`config.mk`:
```
export PLATFORM = sky130hd
export DESIGN_NAME = systolic_skew_feeder_flat
export DESIGN_NICKNAME = d
export VERILOG_FILES = /design/src/rtl/systolic_pkg.sv /design/src/rtl/systolic_skew_feeder_if.sv /design/src/rtl/feeder_buffer.sv /design/src/rtl/systolic_skew_feeder.sv /design/src/flat_wrapper.sv
export SDC_FILE = /design/constraint.sdc
export NUM_CORES = 1
export LEC_CHECK = 0
export ABC_AREA = 0
export BUFFER_PORTS_ARGS = -buffer_cell sky130_fd_sc_hd__buf_2
export CAP_MARGIN = 20
export CELL_PAD_IN_SITES_DETAIL_PLACEMENT = 1
export CELL_PAD_IN_SITES_GLOBAL_PLACEMENT = 2
export CORE_MARGIN = 3
export CORE_UTILIZATION = 34
export CTS_BUF_LIST = sky130_fd_sc_hd__clkbuf_8
export DETAILED_ROUTE_END_ITERATION = 6
export PLACE_DENSITY_LB_ADDON = 0.1
export SETUP_SLACK_MARGIN = 0.3
export SLEW_MARGIN = 20
export SYNTH_ARGS = -nofsm -noshare
export SYNTH_HDL_FRONTEND = slang
export SYNTH_SLANG_ARGS = --single-unit
```
`constraint.sdc`:
```
create_clock -name i_clk -period 3.42 [get_ports i_clk]
set_clock_uncertainty 0.05 [all_clocks]
set_input_delay 0.171 -clock i_clk [delete_from_list [all_inputs] [get_ports i_clk]]
set_output_delay 0.171 -clock i_clk [all_outputs]
set_load 0.03 [all_outputs]
```
`src/rtl/systolic_pkg.sv`:
```
// Shared definitions for the systolic MAC array feeder: default geometry,
// operand type, feeder state encoding and stream length.
package systolic_pkg;

  localparam int DEFAULT_N  = 4;
  localparam int DEFAULT_DW = 8;

  typedef logic signed [DEFAULT_DW-1:0] operand_t;

  typedef enum logic [1:0] {
    IDLE,
    CLEAR,
    STREAM,
    DONE
  } feeder_state_e;

  // Skewed injection takes 2N-1 cycles; N-1 more cycles of zeros let the last
  // operands reach PE(N-1,N-1).
  function automatic int stream_len(input int n);
    return 3 * n - 2;
  endfunction

  localparam int STREAM_LEN = stream_len(DEFAULT_N);

endpackage

```
`src/rtl/systolic_skew_feeder_if.sv`:
```
// Host-side bus of the skew feeder: buffer writes and start in, array edge
// operands and pass status out.
interface systolic_skew_feeder_if
  import systolic_pkg::*;
#(
  parameter int N  = DEFAULT_N,
  parameter int DW = DEFAULT_DW
);

  localparam int IW = $clog2(N);

  logic              i_wr_en;
  logic              i_wr_sel;
  logic [IW-1:0]     i_wr_idx;
  logic [N*DW-1:0]   i_wr_data;
  logic              i_start;

  logic              o_array_rst_n;
  logic [N*DW-1:0]   o_a;
  logic [N*DW-1:0]   o_b;
  logic              o_busy;
  logic              o_done;

  // Host that loads matrices and launches passes.
  modport master (
    output i_wr_en, i_wr_sel, i_wr_idx, i_wr_data, i_start,
    input  o_array_rst_n, o_a, o_b, o_busy, o_done
  );

  // The feeder itself.
  modport slave (
    input  i_wr_en, i_wr_sel, i_wr_idx, i_wr_data, i_start,
    output o_array_rst_n, o_a, o_b, o_busy, o_done
  );

endinterface

```
`src/rtl/feeder_buffer.sv`:
```
// NxN operand register file: a whole row vector is written at once, and every
// lane reads one element of its own row per cycle.
module feeder_buffer #(
  parameter int N  = 4,
  parameter int DW = 8,
  localparam int IW = $clog2(N)
) (
  input  logic                  i_clk,
  input  logic                  i_rst_n,
  input  logic                  i_wr_en,
  input  logic [IW-1:0]         i_wr_idx,
  input  logic [N*DW-1:0]       i_wr_data,
  input  logic [N-1:0][IW-1:0]  i_rd_k,
  output logic [N-1:0][DW-1:0]  o_rd_data
);

  logic [N-1:0][N-1:0][DW-1:0] mem;

  // Row write; contents cleared on reset.
  // NOTE: this storage is reset on purpose -- a pass launched right after reset
  // must stream zeros, not power-up garbage, so it is built from resettable flops.
  always_ff @(posedge i_clk) begin
    if (!i_rst_n) begin
      mem <= '0;
    end else if (i_wr_en) begin
      mem[i_wr_idx] <= i_wr_data;
    end
  end

  // Lane r reads element i_rd_k[r] of row r.
  always_comb begin
    for (int r = 0; r < N; r++) begin
      o_rd_data[r] = mem[r][i_rd_k[r]];
    end
  end

endmodule

```
`src/rtl/systolic_skew_feeder.sv`:
```
// Feeds one A x B multiply into an NxN systolic MAC array: clears the array,
// streams A rows west and B columns north with diagonal skew and zero padding,
// then pulses done once every PE holds its final dot product.
module systolic_skew_feeder
  import systolic_pkg::*;
#(
  parameter int N  = DEFAULT_N,
  parameter int DW = DEFAULT_DW
) (
  input  logic             i_clk,
  input  logic             i_rst_n,
  systolic_skew_feeder_if.slave bus
);

  localparam int IW  = $clog2(N);
  localparam int CW  = $clog2(3 * N);
  localparam int LEN = stream_len(N);

  feeder_state_e state, next_state;
  logic [CW-1:0] t, next_t;

  logic                 wr_ok;
  logic [N-1:0][IW-1:0] lane_k;
  logic [N-1:0]         lane_ok;
  logic [N-1:0][DW-1:0] a_rd, b_rd;

  logic [N-1:0][DW-1:0] a_d, b_d;
  logic                 busy_d, done_d, arst_n_d;

  // Buffers only take writes while no pass is reading them.
  assign wr_ok = (state == IDLE) || (state == DONE);

  feeder_buffer #(.N(N), .DW(DW)) u_buf_a (
    .i_clk     (i_clk),
    .i_rst_n   (i_rst_n),
    .i_wr_en   (bus.i_wr_en && wr_ok && !bus.i_wr_sel),
    .i_wr_idx  (bus.i_wr_idx),
    .i_wr_data (bus.i_wr_data),
    .i_rd_k    (lane_k),
    .o_rd_data (a_rd)
  );

  // B is stored column-major, so lane j reading entry [j][k] yields B[k][j].
  feeder_buffer #(.N(N), .DW(DW)) u_buf_b (
    .i_clk     (i_clk),
    .i_rst_n   (i_rst_n),
    .i_wr_en   (bus.i_wr_en && wr_ok && bus.i_wr_sel),
    .i_wr_idx  (bus.i_wr_idx),
    .i_wr_data (bus.i_wr_data),
    .i_rd_k    (lane_k),
    .o_rd_data (b_rd)
  );

  // State and stream-step register.
  // NOTE: clocked state uses non-blocking assignments so every flop samples
  // pre-edge values regardless of process evaluation order.
  always_ff @(posedge i_clk) begin
    if (!i_rst_n) begin
      state <= IDLE;
      t     <= '0;
    end else begin
      state <= next_state;
      t     <= next_t;
    end
  end

  // Next-state and stream-step sequencing.
  // NOTE: every output of a combinational block gets a default first, so no
  // path through the case leaves a signal unassigned and infers a latch.
  always_comb begin
    next_state = state;
    next_t     = t;
    case (state)
      IDLE: begin
        next_t = '0;
        if (bus.i_start) next_state = CLEAR;
      end
      CLEAR: begin
        next_state = STREAM;
        next_t     = '0;
      end
      STREAM: begin
        if (t == CW'(LEN - 1)) begin
          next_state = DONE;
          next_t     = '0;
        end else begin
          next_t = t + CW'(1);
        end
      end
      DONE: begin
        next_t     = '0;
        next_state = bus.i_start ? CLEAR : IDLE;
      end
      default: begin
        next_state = IDLE;
        next_t     = '0;
      end
    endcase
  end

  // Skew: lane l carries element k = t - l while that lies in 0..N-1.
  always_comb begin
    for (int l = 0; l < N; l++) begin
      lane_k[l]  = '0;
      lane_ok[l] = 1'b0;
      if ((next_t >= CW'(l)) && ((next_t - CW'(l)) <= CW'(N - 1))) begin
        lane_ok[l] = 1'b1;
        lane_k[l]  = IW'(next_t - CW'(l));
      end
    end
  end

  // Output values for the upcoming state, registered below.
  always_comb begin
    a_d      = '0;
    b_d      = '0;
    busy_d   = (next_state == CLEAR) || (next_state == STREAM);
    done_d   = (next_state == DONE);
    arst_n_d = (next_state != CLEAR);
    if (next_state == STREAM) begin
      for (int l = 0; l < N; l++) begin
        if (lane_ok[l]) begin
          a_d[l] = a_rd[l];
          b_d[l] = b_rd[l];
        end
      end
    end
  end

  // Registered outputs; reset holds the array in reset as well.
  always_ff @(posedge i_clk) begin
    if (!i_rst_n) begin
      bus.o_a           <= '0;
      bus.o_b           <= '0;
      bus.o_busy        <= 1'b0;
      bus.o_done        <= 1'b0;
      bus.o_array_rst_n <= 1'b0;
    end else begin
      bus.o_a           <= a_d;
      bus.o_b           <= b_d;
      bus.o_busy        <= busy_d;
      bus.o_done        <= done_d;
      bus.o_array_rst_n <= arst_n_d;
    end
  end

endmodule

```
`src/flat_wrapper.sv`:
```
// flat-port wrapper written by rule: the top's interface ports become plain ports
module systolic_skew_feeder_flat import systolic_pkg::*;
#(
  parameter int N  = DEFAULT_N,
  parameter int DW = DEFAULT_DW
)
  (i_clk, i_rst_n, bus_i_wr_en, bus_i_wr_sel, bus_i_wr_idx, bus_i_wr_data, bus_i_start, bus_o_array_rst_n, bus_o_a, bus_o_b, bus_o_busy, bus_o_done);
  systolic_skew_feeder_if #(.N(N), .DW(DW)) bus_i ();
  input  logic i_clk;
  input  logic i_rst_n;
  input wire logic [$bits(bus_i.i_wr_en)-1:0] bus_i_wr_en;
  input wire logic [$bits(bus_i.i_wr_sel)-1:0] bus_i_wr_sel;
  input wire logic [$bits(bus_i.i_wr_idx)-1:0] bus_i_wr_idx;
  input wire logic [$bits(bus_i.i_wr_data)-1:0] bus_i_wr_data;
  input wire logic [$bits(bus_i.i_start)-1:0] bus_i_start;
  output wire logic [$bits(bus_i.o_array_rst_n)-1:0] bus_o_array_rst_n;
  output wire logic [$bits(bus_i.o_a)-1:0] bus_o_a;
  output wire logic [$bits(bus_i.o_b)-1:0] bus_o_b;
  output wire logic [$bits(bus_i.o_busy)-1:0] bus_o_busy;
  output wire logic [$bits(bus_i.o_done)-1:0] bus_o_done;
  assign bus_i.i_wr_en = bus_i_wr_en;
  assign bus_i.i_wr_sel = bus_i_wr_sel;
  assign bus_i.i_wr_idx = bus_i_wr_idx;
  assign bus_i.i_wr_data = bus_i_wr_data;
  assign bus_i.i_start = bus_i_start;
  assign bus_o_array_rst_n = bus_i.o_array_rst_n;
  assign bus_o_a = bus_i.o_a;
  assign bus_o_b = bus_i.o_b;
  assign bus_o_busy = bus_i.o_busy;
  assign bus_o_done = bus_i.o_done;
  systolic_skew_feeder #(.N(N), .DW(DW)) u_core (.i_clk(i_clk), .i_rst_n(i_rst_n), .bus(bus_i));
endmodule
```
==> flow_summary_export.csv, run 1 <==
group,metric,value,unit
yosys,synth_area_per_cell,8.10,um^2
critical_path,cp_cell_sequence,"ha_2 -> mux2i_1 -> nand2b_4 -> ha_4 -> inv_1 -> o41ai_4 -> a21oi_2 -> nor4_4 -> buf_4 -> clkbuf_16 -> mux2i_1 -> a211oi_2",
clocking,path_clk_slew,0.06,ns
global_route,grt_use_met3,3.65,%
finish,drive_above_1_share,17.3,%
power_and_ir_drop,clkPwrFrac,42.7,%
timing,setup_viol,0,
yosys,synth_top_area_share,49.2,%
yosys,syn_inst,1652,
finish,n_fill_cell,4642,
critical_path,cp.required,3.89,ns
route,via_count,12075,
die,core,38700,um^2
power_and_ir_drop,seqPwrFrac,46.8,%
global_route,gr-total-overflow,0,
yosys,syn_nets,1706,
route,drt-wirelength-per-cell,22.5,um
power_and_ir_drop,share_comb_of_total_power,10.5,%
outcome,outcome,"finished, final reports clean",
power_and_ir_drop,switching_share,27.7,%
power_and_ir_drop,powerDensity,524,nW/um^2
clocking,clkLatencyLatePin,0.65,ns
die,dieArea,41800,um^2
timing,hold_slack,0.0513,ns
clocking,cts_sinks,329,
power_and_ir_drop,max-vdd-ir-drop,0.000320,V
global_route,antenna_found_initial,2,
die,rows,72,
critical_path,end_kind,"flip-flop",
critical_path,crit_arrival,3.53,ns
min_path,hold_class,"in -> reg",
yosys,synth_area,13400,um^2
critical_path,crit_family,"compound AO/OA/AOI/OAI gates",
global_route,grt_first_pass_wirelength,77300,um
global_route,grt.met1_usage,32.7,%
finish,diodes,0,
min_path,hold_depth,5,
die,dieHeight,204,um
critical_path,path_buf_inv,3,
yosys,synth_top_area_cell,"dfxtp_1",
power_and_ir_drop,p_sw,2.36,mW
route,ant_nets,0,
critical_path,cp-start-kind,"flip-flop",
critical_path,r2r_cells,12,
global_route,grt_start_max_net_pins,120,
route,drt_first_pass_iters,5,
die,die_x,204,um
critical_path,timing.rr.end,"u_core.bus.o_b[11]",
yosys,synthArstFlopShare,0,%
route,drc,0,
job,maxCapViolations,0,
critical_path,cp_common_cell,"mux2i_1",
critical_path,crit_path_max_fanout,9,
yosys,synth-seq-cells,329,
timing,rsz0062_at_grt,"true",
timing,period_share,89.4,%
yosys,yosys_warnings,0,
global_route,top_usage_layer,"met2",
clocking,cts_tree,"yes",
placement,hpwlAfterDp,28900,um
critical_path,cpPeakStageDelay,0.43,ns
die,initial_core_util,34.5,%
finish,areaGrowthSynthToFinish,21.1,%
yosys,synth_ff_type,"dfxtp_1",
timing,finalWorstSetupSlack,0.361,ns
power_and_ir_drop,finalPower,8.49,mW
clocking,cts_max_level,2,
min_path,hold_path_startpoint,"bus_i_start",
critical_path,r2r_slack,0.36,ns
critical_path,crit_slowest_cell,"dfxtp_4",
route,initialDrtViolationCount,754,
timing,max_slew_margin,46.7,%
global_route,met2_usage,41.5,%
clocking,root_buffer,"clkbuf_8",
yosys,ys_types,53,
clocking,numCtsBuffers,59,
finish,utilization,41.8,%
timing,worst_pin_slew,0.800,ns
global_route,grt_pass1_vias,12457,
timing,setup_tns,0,ns
route,via_per_inst,5.22,
critical_path,crit_type,"reg -> reg",
min_path,min_to,"u_core.state[0]",
timing,hold_viol_final,0,
die,io_pins,106,
placement,io_buffers,105,
yosys,synth_edf_count,0,
yosys,ys_seq_area_share,49.2,%
placement,dp_slack,0.148,ns
yosys,yosys-top-cells-area,"dfxtp_1 49%, nand2_1 15%, a21oi_1 9.6%, mux2i_1 5.0%, a211oi_1 2.9%",
power_and_ir_drop,leakage,5.90,nW
timing,period_needed,3.06,ns
placement,globalplace.congestion,0.860,
global_route,grt_usage,24.6,%
timing,fmax,327,MHz
power_and_ir_drop,p_int,6.14,mW
clocking,clock_path_buffers,3,
finish,final_nets,1805,
route,drt_wl_total,52000,um
timing,final_max_slew_viol_count,0,
critical_path,rr_startpoint,"u_core.t[0]",
## synthesized netlist by cell type (all sizes together), types with 3 or more instances
| cell | count |
|---|---|
| and3 | 3 |
| nand3 | 8 |
| ha | 15 |
| or3 | 3 |
| buf | 32 |
| o31ai | 22 |
| a21oi | 260 |
| clkbuf | 124 |
| o21a | 16 |
| dfxtp | 329 |
| nand3b | 6 |
| nor2 | 33 |
| mux2i | 67 |
| nor3b | 4 |
| inv | 12 |
| nand2b | 4 |
| o21ai | 31 |
| and3b | 3 |
| a21o | 3 |
| nand2 | 523 |
| and2 | 3 |
| a211oi | 69 |
| nor3 | 60 |
## kinds of logic after synthesis
kind of cell	Yosys count	share of synthesized area (%)
xor+xnor	1	0.0655
fa+ha+maj	15	1.40
flops	329	49.2
simple gates	657	20.2
compound gates	414	18.7
buf+inv	169	5.38
mux	67	5.01
## flip-flops by register name (all words and copies together) (netlist names)
signal and cells:
u_core.u_buf_a.mem 128, u_core.u_buf_b.mem 128, u_core.bus.o_done 1, u_core.state 2, u_core.bus.o_b 32, u_core.bus.o_busy 1
u_core.bus.o_array_rst_n 1, u_core.bus.o_a 32, u_core.t 4
## cell type report
cell class                 instances  area [um^2]  share of cell area (%)
clock buffer                      75         1030                    6.37
inverter                          13         57.6                   0.355
clock inverter                    32          131                   0.811
multi-input combinational       1154         6300                    38.9
sequential                       329         6600                    40.7
tap                              518          648                    4.00
timing repair buffer             194         1440                    8.90
## through the flow
step,area (um^2),std cells
global route,16200,2315
CTS,16000,2309
global placement,14400,2164
detailed placement,14400,2164
finish,16200,2315
floorplan,13400,1652
## placed cells by master, fill, tap and decap left out, types with 7 or more instances in the layout
cell           synthesis  layout
a211oi_1              52      40
nor2_1                32      31
dlygate4sd3_1          0      33
inv_1                 11      35
clkbuf_8               0      75
clkinv_2               0       7
nand2_1              523     522
buf_12                 0       7
a21oi_1              257     257
dfxtp_1              329     326
ha_1                  15      10
a211oi_2              17      26
buf_4                  3      41
o21a_1                16      16
nand3_1                8       8
mux2i_1               67      67
buf_2                 21     105
nor3_1                60      59
o31ai_1               22      18
o21ai_0               29      29
## layer usage
metal,vias up,routed length (um)
li1,5758,-
met1,6024,24000
met2,220,24700
met3,73,1940
met4,0,1300
met5,-,0
## worst register-to-register path: stages, from the launching register on
cell and delay, ns:
dfxtp_4 0.43, ha_2 0.26, mux2i_1 0.26, nand2b_4 0.20
ha_4 0.13, inv_1 0.07, o41ai_4 0.41, a21oi_2 0.12
nor4_4 0.31, buf_4 0.19, clkbuf_16 0.18, mux2i_1 0.25
a211oi_2 0.09
## power groups by stage
stage	logic (mW)	clock network, mW	registers, mW
2_1_floorplan	0.488	0	4.06
3_3_place_gp	0.828	0	4.05
3_5_place_dp	0.839	0	4.05
4_1_cts	0.874	3.75	3.97
5_1_grt	0.966	3.95	3.98
6_report	0.891	3.63	3.97
## timing repair
| item | 4_1_cts | 5_1_grt |
|---|---|---|
| cloned | 1 | 3 |
| buffers inserted | 4 | 3 |
| setup endpoints to repair | 16 | 48 |
| pin swaps | 2 | 7 |
| gates resized for setup | 15 | 30 |
| hold buffers | 33 | 0 |
| endpoints found under the hold margin | 257 | 0 |
## how the worst max path moves through the flow
| stage | from | end | slack (ns) | depth (start not counted) |
|---|---|---|---|---|
| after floorplan | u_core.state[0] | u_core.bus.o_a[20] | 0.28 | 14 |
| after global placement | u_core.t[1] | u_core.bus.o_a[17] | 0.30 | 13 |
| after detailed placement | u_core.t[1] | u_core.bus.o_a[19] | 0.15 | 13 |
| after CTS | u_core.t[1] | u_core.bus.o_a[16] | 0.32 | 13 |
| after global routing | u_core.t[0] | u_core.bus.o_b[11] | 0.25 | 12 |
| final | u_core.t[0] | u_core.bus.o_b[11] | 0.36 | 12 |
No activity file was read; power rests on OpenSTA's default activity.
==> run 2, diff against run 1 <==
==> constraint.sdc (replaced) <==
create_clock -name i_clk -period 3.42 [get_ports i_clk]
set_clock_uncertainty 0.05 [all_clocks]
set_input_delay 0.684 -clock i_clk [delete_from_list [all_inputs] [get_ports i_clk]]
set_output_delay 0.684 -clock i_clk [all_outputs]
set_load 0.03 [all_outputs]
==> flow_summary_export.csv, run 2 (synthesis gave the netlist of run 1 again) <==
group,metric,value,unit
critical_path,cp.required,3.93,ns
finish,top_regs,"u_core.u_buf_a.mem: 128 flops, u_core.u_buf_b.mem: 128 flops",
finish,fin_cells,2276,
finish,final_common_cell,"nand2_1",
placement,dpl-instance-area,14400,um^2
global_route,gr-total-overflow,0,
global_route,grt_start_max_net_pins,107,
die,initial_core_util,34.5,%
finish,final_cell_mix,"522 x nand2_1, 327 x dfxtp_1, 257 x a21oi_1",
route,drt_first_pass_iters,5,
critical_path,crit_path_max_fanout,8,
min_path,hold_path_startpoint,"i_rst_n",
timing,final_max_slew_viol_count,0,
global_route,grt_usage,23.8,%
timing,max_slew_margin,51.3,%
timing,hold_slack,0.358,ns
placement,hpwlAfterDp,29000,um
clocking,root_buffer,"clkbuf_8",
die,io_pins,106,
min_path,hold_depth,2,
route,ant_nets,0,
power_and_ir_drop,powerDensity,537,nW/um^2
timing,hold_viol_final,0,
die,rows,72,
global_route,grt_first_pass_wirelength,74700,um
timing,period_needed,3.06,ns
timing,period_share,89.4,%
route,initialDrtViolationCount,819,
global_route,grt_pass1_vias,11739,
placement,dp.cells,2164,
timing,finalWorstSetupSlack,0.363,ns
job,maxCapViolations,0,
finish,drive_above_1_share,17.2,%
global_route,antenna_found_initial,2,
timing,setup_tns,0,ns
clocking,cts_sinks,329,
min_path,hold_class,"in -> reg",
clocking,cts_tree,"yes",
critical_path,crit_arrival,3.56,ns
critical_path,crit_type,"reg -> reg",
critical_path,crit_start,"u_core.t[1]",
timing,worst_pin_slew,0.731,ns
power_and_ir_drop,leakage,5.75,nW
power_and_ir_drop,finalPower,8.48,mW
die,die_x,204,um
critical_path,cp-start-kind,"flip-flop",
finish,diodes,0,
outcome,outcome,"finished, final reports clean",
route,via_count,11892,
die,dieArea,41800,um^2
route,drc,0,
placement,globalplace.congestion,0.869,
critical_path,r2r_cells,13,
placement,dp_slack,0.226,ns
route,via_per_inst,5.22,
clocking,numCtsBuffers,58,
power_and_ir_drop,max-vdd-ir-drop,0.000246,V
clocking,cts_max_level,2,
route,drt_wl_total,51300,um
timing,fmax,327,MHz
finish,final_nets,1769,
die,dieHeight,204,um
critical_path,rr_startpoint,"u_core.t[1]",
critical_path,end_kind,"flip-flop",
clocking,clock_path_buffers,3,
clocking,clkLatencyLatePin,0.64,ns
timing,rsz0062_at_grt,"true",
placement,io_buffers,105,
finish,utilization,40.8,%
die,core,38700,um^2
route,drt-wirelength-per-cell,22.5,um
clocking,postCtsHoldBufs,0,
finish,design_area,15800,um^2
timing,setup_viol,0,
finish,areaGrowthSynthToFinish,18.0,%
clocking,path_clk_slew,0.06,ns
-- run 2: metal layers --
| layer | vias to the layer above | share of wire, % | global-route usage [%] |
|---|---|---|---|
| met4 | 0 | 2.3 | 6.02 |
| met1 | 5923 | 46 | 32.2 |
| met5 | - | 0 | 0 |
| met2 | 231 | 48 | 39.5 |
| met3 | 64 | 4.2 | 3.92 |
| li1 | 5674 | - | - |
-- run 2: cell type report --
type | instances | area (um^2)
Fill cell | 4685 | 22900
Sequential cell | 329 | 6590
Multi-Input combinational cell | 1154 | 6240
Timing Repair Buffer | 159 | 1100
Clock buffer | 76 | 1050
Tap cell | 518 | 648
Clock inverter | 27 | 111
Inverter | 13 | 57.6
-- run 2: worst max-delay path: stages, from the launching register on --
cell	delay (ns)
dfxtp_4	0.37
inv_1	0.05
ha_2	0.20
a21oi_1	0.18
mux2i_1	0.13
nand2b_4	0.20
ha_4	0.28
or3b_2	0.45
o41ai_2	0.07
a41oi_2	0.08
o22a_2	0.35
clkbuf_16	0.22
mux2i_1	0.13
a211oi_1	0.22
-- run 2: timing repair --
action                                  4_1_cts  5_1_grt
buffers inserted                              0        5
endpoints found under the setup margin       18       47
gates cloned                                  0        4
pin swaps                                     0        8
resized for setup                             4       27
-- run 2: final timing paths --
| kind | end | slack (ns) |
|---|---|---|
| hold reg to reg | u_core.u_buf_a.mem[53] | 0.40 |
| setup reg to reg | u_core.bus.o_b[16] | 0.36 |
| setup / recovery | u_core.bus.o_b[16] | 0.36 |
| hold / removal | u_core.bus.o_done | 0.36 |
-- run 2: power by group --
| part | internal, mW | switching [mW] |
|---|---|---|
| clock | 1.97 | 1.70 |
| combinational | 0.228 | 0.613 |
| sequential | 3.92 | 0.0475 |
| total | 6.12 | 2.36 |
==> run 3, diff against run 2 <==
--- a/config.mk
+++ b/config.mk
@@ -5,13 +5,13 @@
 export SDC_FILE = /design/constraint.sdc
 export NUM_CORES = 1
 export LEC_CHECK = 0
-export ABC_AREA = 0
+export ABC_AREA = 1
 export BUFFER_PORTS_ARGS = -buffer_cell sky130_fd_sc_hd__buf_2
 export CAP_MARGIN = 20
 export CELL_PAD_IN_SITES_DETAIL_PLACEMENT = 1
 export CELL_PAD_IN_SITES_GLOBAL_PLACEMENT = 2
 export CORE_MARGIN = 3
-export CORE_UTILIZATION = 34
+export CORE_UTILIZATION = 31
 export CTS_BUF_LIST = sky130_fd_sc_hd__clkbuf_8
 export DETAILED_ROUTE_END_ITERATION = 6
 export PLACE_DENSITY_LB_ADDON = 0.1
@@ -19,4 +19,5 @@
 export SLEW_MARGIN = 20
 export SYNTH_ARGS = -nofsm -noshare
 export SYNTH_HDL_FRONTEND = slang
+export SYNTH_HIERARCHICAL = 1
 export SYNTH_SLANG_ARGS = --single-unit
==> flow_summary_export.csv, run 3 <==
group,metric,value,unit
global_route,gr-total-overflow,0,
die,io_pins,106,
clocking,clkLatencyLatePin,0.63,ns
critical_path,timing.rr.end,"u_core/bus.o_a[14]",
critical_path,crit_path_max_fanout,8,
min_path,hold_class,"in -> reg",
clocking,numCtsBuffers,67,
timing,setup_viol,0,
timing,worst_pin_slew,0.881,ns
critical_path,end_kind,"flip-flop",
finish,utilization,36.7,%
placement,io_buffers,105,
power_and_ir_drop,p_sw,3.19,mW
die,initial_core_util,31.8,%
power_and_ir_drop,switching_share,32.4,%
global_route,grt_start_max_net_pins,160,
yosys,yosysMostFrequentCell,"nand2_1",
yosys,synthArstFlopShare,0,%
yosys,syn_nets,2403,
yosys,synth_common_cells,"660 x nand2_1, 509 x nor2_1, 389 x inv_1",
yosys,muxShareOfSynthArea,0,%
critical_path,cp_cell_sequence,"ha_2 -> nand3_2 -> nand2_1 -> nor2_1 -> buf_4 -> inv_1 -> ha_1 -> inv_1 -> nand2_1 -> nand2_1 -> inv_2 -> nand3_2 -> nor2_2 -> buf_6 -> clkinvlp_4 -> o211ai_1 -> nand2_1 -> inv_1 -> nor2_1",
min_path,min_to,"u_core/state[0]",
clocking,cts_max_level,3,
critical_path,crit_type,"reg -> reg",
finish,top_regs,"u_core/u_buf_a/mem: 128 flops, u_core/u_buf_b/mem: 128 flops",
yosys,synth_top_area_cell,"dfxtp_1",
critical_path,cp_common_cell,"nand2_1",
yosys,synth_area,15300,um^2
finish,final_common_cell,"nand2_1",
critical_path,r2r_slack,0.57,ns
clocking,path_clk_slew,0.06,ns
clocking,postCtsHoldBufs,0,
global_route,grt_usage,20.6,%
global_route,grt_first_pass_wirelength,83000,um
critical_path,rr_startpoint,"u_core/t[0]",
yosys,synth_ff_type,"dfxtp_1",
placement,globalplace.congestion,0.745,
route,via_per_inst,4.52,
global_route,grt_pass1_vias,14339,
yosys,synth_top_family_by_area,"simple AND/OR/NAND/NOR gates",
timing,fmax,350,MHz
critical_path,r2r_cells,19,
clocking,clock_path_buffers,3,
power_and_ir_drop,leakage,8.84,nW
die,rows,80,
clocking,cts_sinks,329,
min_path,hold_depth,3,
critical_path,crit_family,"buffers and inverters",
yosys,synth_xor_area_share,0.163,%
power_and_ir_drop,max-vdd-ir-drop,0.000241,V
timing,hold_slack,0.399,ns
finish,drive_above_1_share,11.7,%
critical_path,cpPeakStageDelay,0.39,ns
yosys,ys_types,26,
clocking,cts_tree,"yes",
yosys,syn_inst,2348,
route,ant_nets,0,
route,drt_wl_total,54500,um
power_and_ir_drop,share_comb_of_total_power,19.4,%
route,drt_first_pass_iters,4,
yosys,synth_compound_gate_area_share,8.47,%
power_and_ir_drop,finalPower,9.85,mW
die,dieArea,52100,um^2
yosys,synth_top_area_share,43.0,%
critical_path,cp-start-kind,"flip-flop",
min_path,hold_path_startpoint,"bus_i_start",
job,maxCapViolations,0,
route,via_count,14098,
yosys,synthSimpleGateAreaFrac,33.7,%
finish,final_nets,2489,
timing,max_slew_margin,41.3,%
critical_path,crit_slowest_cell,"dfxtp_2",
global_route,antenna_found_initial,1,
yosys,synth_edf_count,0,
outcome,outcome,"finished, final reports clean",
placement,hpwlAfterDp,31500,um
power_and_ir_drop,powerDensity,556,nW/um^2
power_and_ir_drop,clkPwrFrac,37.2,%
route,initialDrtViolationCount,829,
die,core,48200,um^2
timing,period_share,83.5,%
critical_path,cp.required,3.86,ns
yosys,yosys-top-cells-area,"dfxtp_1 43%, nand2_1 16%, nor2_1 12%, inv_1 9.5%, o211ai_1 6.3%",
route,drc,0,
yosys,synth_adder_area_share,1.31,%
timing,final_max_slew_viol_count,0,
yosys,synth_area_per_cell,6.53,um^2
power_and_ir_drop,p_int,6.66,mW
route,drt-wirelength-per-cell,17.5,um
yosys,yosys_warnings,6,
die,dieHeight,228,um
critical_path,path_buf_inv,7,
yosys,synth-seq-cells,329,
yosys,ys_seq_area_share,43.0,%
finish,final_cell_mix,"660 x nand2_1, 502 x nor2_1, 406 x inv_1",
die,die_x,228,um
timing,hold_viol_final,0,
power_and_ir_drop,seqPwrFrac,43.3,%
timing,period_needed,2.85,ns
finish,areaGrowthSynthToFinish,15.7,%
critical_path,crit_arrival,3.30,ns
timing,setup_tns,0,ns
timing,rsz0062_at_grt,"true",
clocking,root_buffer,"clkbuf_8",
run 3: changes by cell type after synthesis, sizes merged, moves of 75 or more:
cell | before | now
nand2 | 523 | 668
a21oi | 260 | 64
clkbuf | 124 | 49
inv | 12 | 393
o211ai | 1 | 128
nor2 | 33 | 534
run 3: worst max-delay path by stage:
stage / startpoint / end / slack, ns / cells after the start
global route: u_core/t[1] / u_core/bus.o_a[9] / 0.27 / 19
floorplan: u_core/t[0] / u_core/bus.o_b[22] / 0.68 / 18
detailed placement: u_core/t[0] / u_core/bus.o_b[23] / 0.27 / 18
CTS: u_core/t[0] / u_core/bus.o_b[23] / 0.31 / 18
global placement: u_core/t[0] / u_core/bus.o_a[21] / 0.35 / 18
finish: u_core/t[0] / u_core/bus.o_a[14] / 0.57 / 19
run 3: per-layer routing:
metal | global-route usage [%] | part of all wire, % | vias to the layer above
met4 | 5.41 | 2.0 | 0
met3 | 3.49 | 2.7 | 73
met1 | 26.4 | 47 | 6673
met5 | 0 | 0 | -
met2 | 36.0 | 49 | 162
li1 | - | - | 7190
run 3: cell type report:
type	count	area (um^2)
inverter	393	1490
antenna	1	2.50
tap	656	821
clock buffer	75	1030
sequential	329	6590
timing repair buffer	144	925
fill	6263	30500
multi-input combinational	1499	6770
clock inverter	25	101
run 3: tightest hold or removal path, cell delays in order:
cell     delay (ns)
buf_2          0.12
o32ai_1        0.13
nor2_1         0.09
run 3: cell families (layout without fill, tap and decap cells):
group | Yosys count | count (layout)
xor gates and xnor gates | 2 | 2
DFF | 329 | 329
buffers and inverters | 520 | 637
AOI/OAI and AO/OA | 194 | 194
adders and majority gates | 16 | 16
other | 0 | 1
and+or+nand+nor | 1287 | 1287
run 3: power groups by stage:
stage | combinational [mW] | clock, mW | sequential, mW
6_report | 1.91 | 3.67 | 4.27
5_1_grt | 2.19 | 4.03 | 4.30
4_1_cts | 1.91 | 3.85 | 4.27
3_5_place_dp | 1.89 | 0 | 4.35
3_3_place_gp | 1.85 | 0 | 4.34
2_1_floorplan | 1.27 | 0 | 4.39
run 3: stage by stage:
stage                     setup WS, ns  area [um^2]  cells
after floorplan                  0.678        15300   2348
after global placement           0.351        16400   3003
after detailed placement         0.265        16400   3003
after CTS                        0.313        17500   3103
after global routing             0.270        17700   3122
final                            0.565        17700   3122
run 3: timing repair:
| item | in CTS | in global routing |
|---|---|---|
| setup endpoints to repair | 13 | 48 |
| pin swaps | 0 | 3 |
| setup buffers | 0 | 16 |
| cloned | 0 | 2 |
| gates resized for setup | 1 | 16 |
